**src/rtl/fabric_check_pkg.sv**
```systemverilog
// Shared types and helpers for the fabric random checker.
package fabric_check_pkg;

  typedef enum logic [1:0] {
    ST_IDLE,
    ST_WARMUP,
    ST_RUN,
    ST_DONE
  } state_e;

  // x^32 + x^22 + x^2 + x + 1, Galois form, shifting right
  localparam logic [31:0] LFSR_TAPS = 32'h8020_0003;

  // An all-zero seed would lock the LFSR at zero forever
  function automatic logic [31:0] fix_seed(input logic [31:0] seed);
    return (seed == 32'd0) ? 32'd1 : seed;
  endfunction

  function automatic logic [31:0] lfsr_next(input logic [31:0] s);
    return (s >> 1) ^ (s[0] ? LFSR_TAPS : 32'd0);
  endfunction

endpackage

```
**src/rtl/prng_lfsr32.sv**
```systemverilog
// 32-bit Galois LFSR with synchronous load and advance enable.
module prng_lfsr32
  import fabric_check_pkg::*;
#(
  parameter logic [31:0] RESET_SEED = 32'd1
) (
  input  logic        clk,
  input  logic        rst_n,
  input  logic        load,
  input  logic        advance,
  input  logic [31:0] seed,
  output logic [31:0] state
);

  localparam logic [31:0] RESET_STATE = fix_seed(RESET_SEED);

  logic [31:0] state_q;
  logic [31:0] state_d;

  // Next state: load wins over advance, otherwise hold
  always_comb begin
    // NOTE: every combinational output gets a default first so no path can infer a latch.
    state_d = state_q;
    if (load) begin
      state_d = fix_seed(seed);
    end else if (advance) begin
      state_d = lfsr_next(state_q);
    end
  end

  // State register
  always_ff @(posedge clk or negedge rst_n) begin
    // NOTE: non-blocking assignments make every flop update from pre-edge values.
    if (!rst_n) begin
      state_q <= RESET_STATE;
    end else begin
      state_q <= state_d;
    end
  end

  assign state = state_q;

endmodule

```
**config.mk**
```make
export PLATFORM = sky130hd
export DESIGN_NAME = prng_lfsr32
export DESIGN_NICKNAME = d
export VERILOG_FILES = /design/src/rtl/fabric_check_pkg.sv /design/src/rtl/prng_lfsr32.sv
export SDC_FILE = /design/constraint.sdc
export NUM_CORES = 1
export LEC_CHECK = 0
export CAP_MARGIN = 0
export CORE_UTILIZATION = 35
export CTS_BUF_LIST = sky130_fd_sc_hd__clkbuf_16
export CTS_CLUSTER_DIAMETER = 150
export CTS_CLUSTER_SIZE = 14
export DETAILED_ROUTE_END_ITERATION = 12
export PLACE_DENSITY = 0.8
export SETUP_SLACK_MARGIN = 0.02
export SLEW_MARGIN = 20
export SYNTH_ARGS = -nofsm -noshare
export SYNTH_HDL_FRONTEND = slang
export SYNTH_SLANG_ARGS = --single-unit
```
**constraint.sdc**
```tcl
create_clock -name clk -period 1.2 [get_ports clk]
set_clock_uncertainty 0.2 [all_clocks]
set_input_delay 0.12 -clock clk [delete_from_list [all_inputs] [get_ports clk]]
set_output_delay 0.12 -clock clk [all_outputs]
set_load 0.005 [all_outputs]
```
==> out/results.ini <==
[run]
drv_cap=0

[clock_network]
clock_sinks=32
cts_tree=yes
cts.clk_slew.worst_paths_ns=0.05
cts-buffers-inserted=5
clk_latency_ns=0.28
cts-root-buf=clkbuf_16
clockBufferDepth=2
htreeDepth=2

[place]
place_ws_ns=-0.436
globalplace.congestion=0.810
io_buffers=67
hpwl_um=3250

[route]
post_drt_wl_per_cell_um=14.5
drt_iter0_markers=91
viasPerCell=4.80
first_pass_iters=4
drc_errors=0
vias=1580
ant_nets=0
routed_wl_um=4780

[setup_path]
timing.critical_path.slowest_stage_cell=dfstp_2
crit_fanout=3
path_delay_family=flip-flops
critPathMostFrequentCell=o21ai_1
reg2reg_slack_ns=-0.11
path_buf_inv=1
crit_arrival_ns=1.27
cp-start-kind=register
worstPathRequired_ns=1.16
cp-end-kind=register
critPathMaxStageDelay_ns=0.56
crit_type=register to register
crit_chain=buf_6 > xnor2_1 > nand2_1 > o21ai_1 > o21ai_1

[global_route]
antenna_found_initial=0
grt_pass1_wl_um=7550
overflow=0
grtUsageTotal_pct=20.0
grt_max_degree=21
grt_pass1_vias=1614

[synthesis]
synthArstFlopShare_pct=100
synth_area_per_cell_um2=10.3
synth_area_leader_cell=dfrtp_1
syn_nets=191
postSynthCellCount=155
synth.most_common_cell=nand2_1
synth_edf_count=0
synthTopCellsByCount=34 x nand2_1, 33 x o21ai_0, 31 x dfrtp_1, 29 x mux2i_1, 5 x clkbuf_1
ys.flop_type=dfrtp_1
yosysTopAreaCellShare_pct=48.6
synthTopCellsByArea=dfrtp_1 49%, mux2i_1 18%, o21ai_0 10%
yosysSeqAreaShare_pct=50.3
yosysWarningCount=0
syn_area_um2=1600
synth-seq-cells=32
synth.distinct_cells=16

[power]
p_comb_share_pct=24.6
ir_drop_uv=791
power_mw=3.56
p_sw_share_pct=24.6
p_per_area_nw_per_um2=1260
clkPwrFrac_pct=39.7
power_frac_seq_pct=35.7
leakage_nw=1.44
internal_power_mw=2.68
switching_power_mw=0.876

[cells_and_area]
syn2layout_area_growth_pct=77.5
antenna_cells=0
drive_above_1_share_pct=36.1
largest_reg_flops=32
nets=312

[floorplan]
die_h_um=69.5
die-area_um2=4830
die_w_um=69.5
num_rows=24
start_util_pct=36.6
coreArea_um2=4350
io_pins=68

[outcome]
violations=negative setup slack
outcome=finished with violations

[timing]
finalCriticalPeriod_ns=1.31
finalMaxSlewViolations=0
rsz0062_at_grt=yes
worst_slack_ns=-0.113
hold_viol=0
relSlewSlack_pct=82.5
fmax_ghz=0.762
worst_pin_slew_ns=0.260
fin_crit_sh_pct=109
setup_violations=4

[worst_hold_path]
hp-class=input port to register

-- final timing paths --
| check | from | end | cells after the start |
|---|---|---|---|
| hold / removal | load | state[0] | 2 |
| setup reg to reg | state[0] | state[1] | 5 |
| min in group asynchronous | rst_n | state[13] | 2 |
| hold reg to reg | state[30] | state[30] | 2 |
| setup / recovery | state[0] | state[1] | 5 |
| max in group asynchronous | rst_n | state[11] | 2 |
-- timing repair --
item / CTS / global route
setup endpoints to repair: 35 / 30
gates cloned: 0 / 0
setup buffers: 10 / 0
gates resized for setup: 103 / 36
hold buffers: 3 / 6
pin swaps: 10 / 14
hold endpoints to repair: 3 / 6
-- cells in the final DEF (no fill, tap or decap), drive strengths merged --
cell type | Yosys | routed
buf | 6 | 67
bufinv | 0 | 1
clkbuf | 5 | 21
clkdlybuf4s50 | 0 | 20
clkinv | 0 | 2
dfrtp | 31 | 31
dfstp | 1 | 1
dlygate4sd2 | 0 | 4
dlygate4sd3 | 0 | 9
dlymetal6s2s | 0 | 9
mux2i | 29 | 29
nand2 | 34 | 34
nand4 | 2 | 2
nor2b | 1 | 1
nor4 | 8 | 8
o21a | 1 | 1
o21ai | 34 | 34
xnor2 | 3 | 3
-- power by group through the flow --
stage | logic (mW) | registers (mW) | clock network, mW
global route | 0.951 | 1.29 | 1.50
CTS | 0.898 | 1.27 | 1.42
floorplan | 0.244 | 1.31 | 0
detailed placement | 0.905 | 1.29 | 0
global placement | 0.885 | 1.29 | 0
finish | 0.875 | 1.27 | 1.41
-- per-stage QoR --
stage	hold WS, ns	utilization (%)	setup TNS, ns	cell area [µm²]	std cells
2_1_floorplan	-0.376	-	0	1600	155
3_3_place_gp	0.149	60.3	-0.893	2620	307
3_5_place_dp	0.150	60.3	-0.893	2620	307
4_1_cts	0.0122	65.0	-0.427	2830	328
5_1_grt	0.0247	65.0	-0.619	2830	329
6_report	0.0205	65.0	-0.395	2830	329
-- cell families after synthesis --
group	count (synthesis)	share of synthesized area, %
AND/OR/NAND/NOR	45	13.9
AO/OA/AOI/OAI	35	11.1
buffers and inverters	11	4.86
multiplexers	29	18.2
flip-flops	32	50.3
XOR/XNOR	3	1.65
-- layer usage --
metal  track usage [%]  up-vias  routed length (µm)
li1                  -      793                   -
met1              23.9      737                2050
met2              35.9       44                2490
met3              3.63        6                 198
met4              7.03        0                  48
met5                 0        -                   0
-- area by class of cell --
class | instances | area (µm²)
Tap cell | 52 | 65.1
Timing Repair Buffer | 125 | 1040
Clock buffer | 5 | 125
Clock inverter | 3 | 37.5
Multi-Input combinational cell | 112 | 764
Sequential cell | 32 | 802
Fill cell | 360 | 1520
Note: power is estimated with default switching activity, not from simulation.
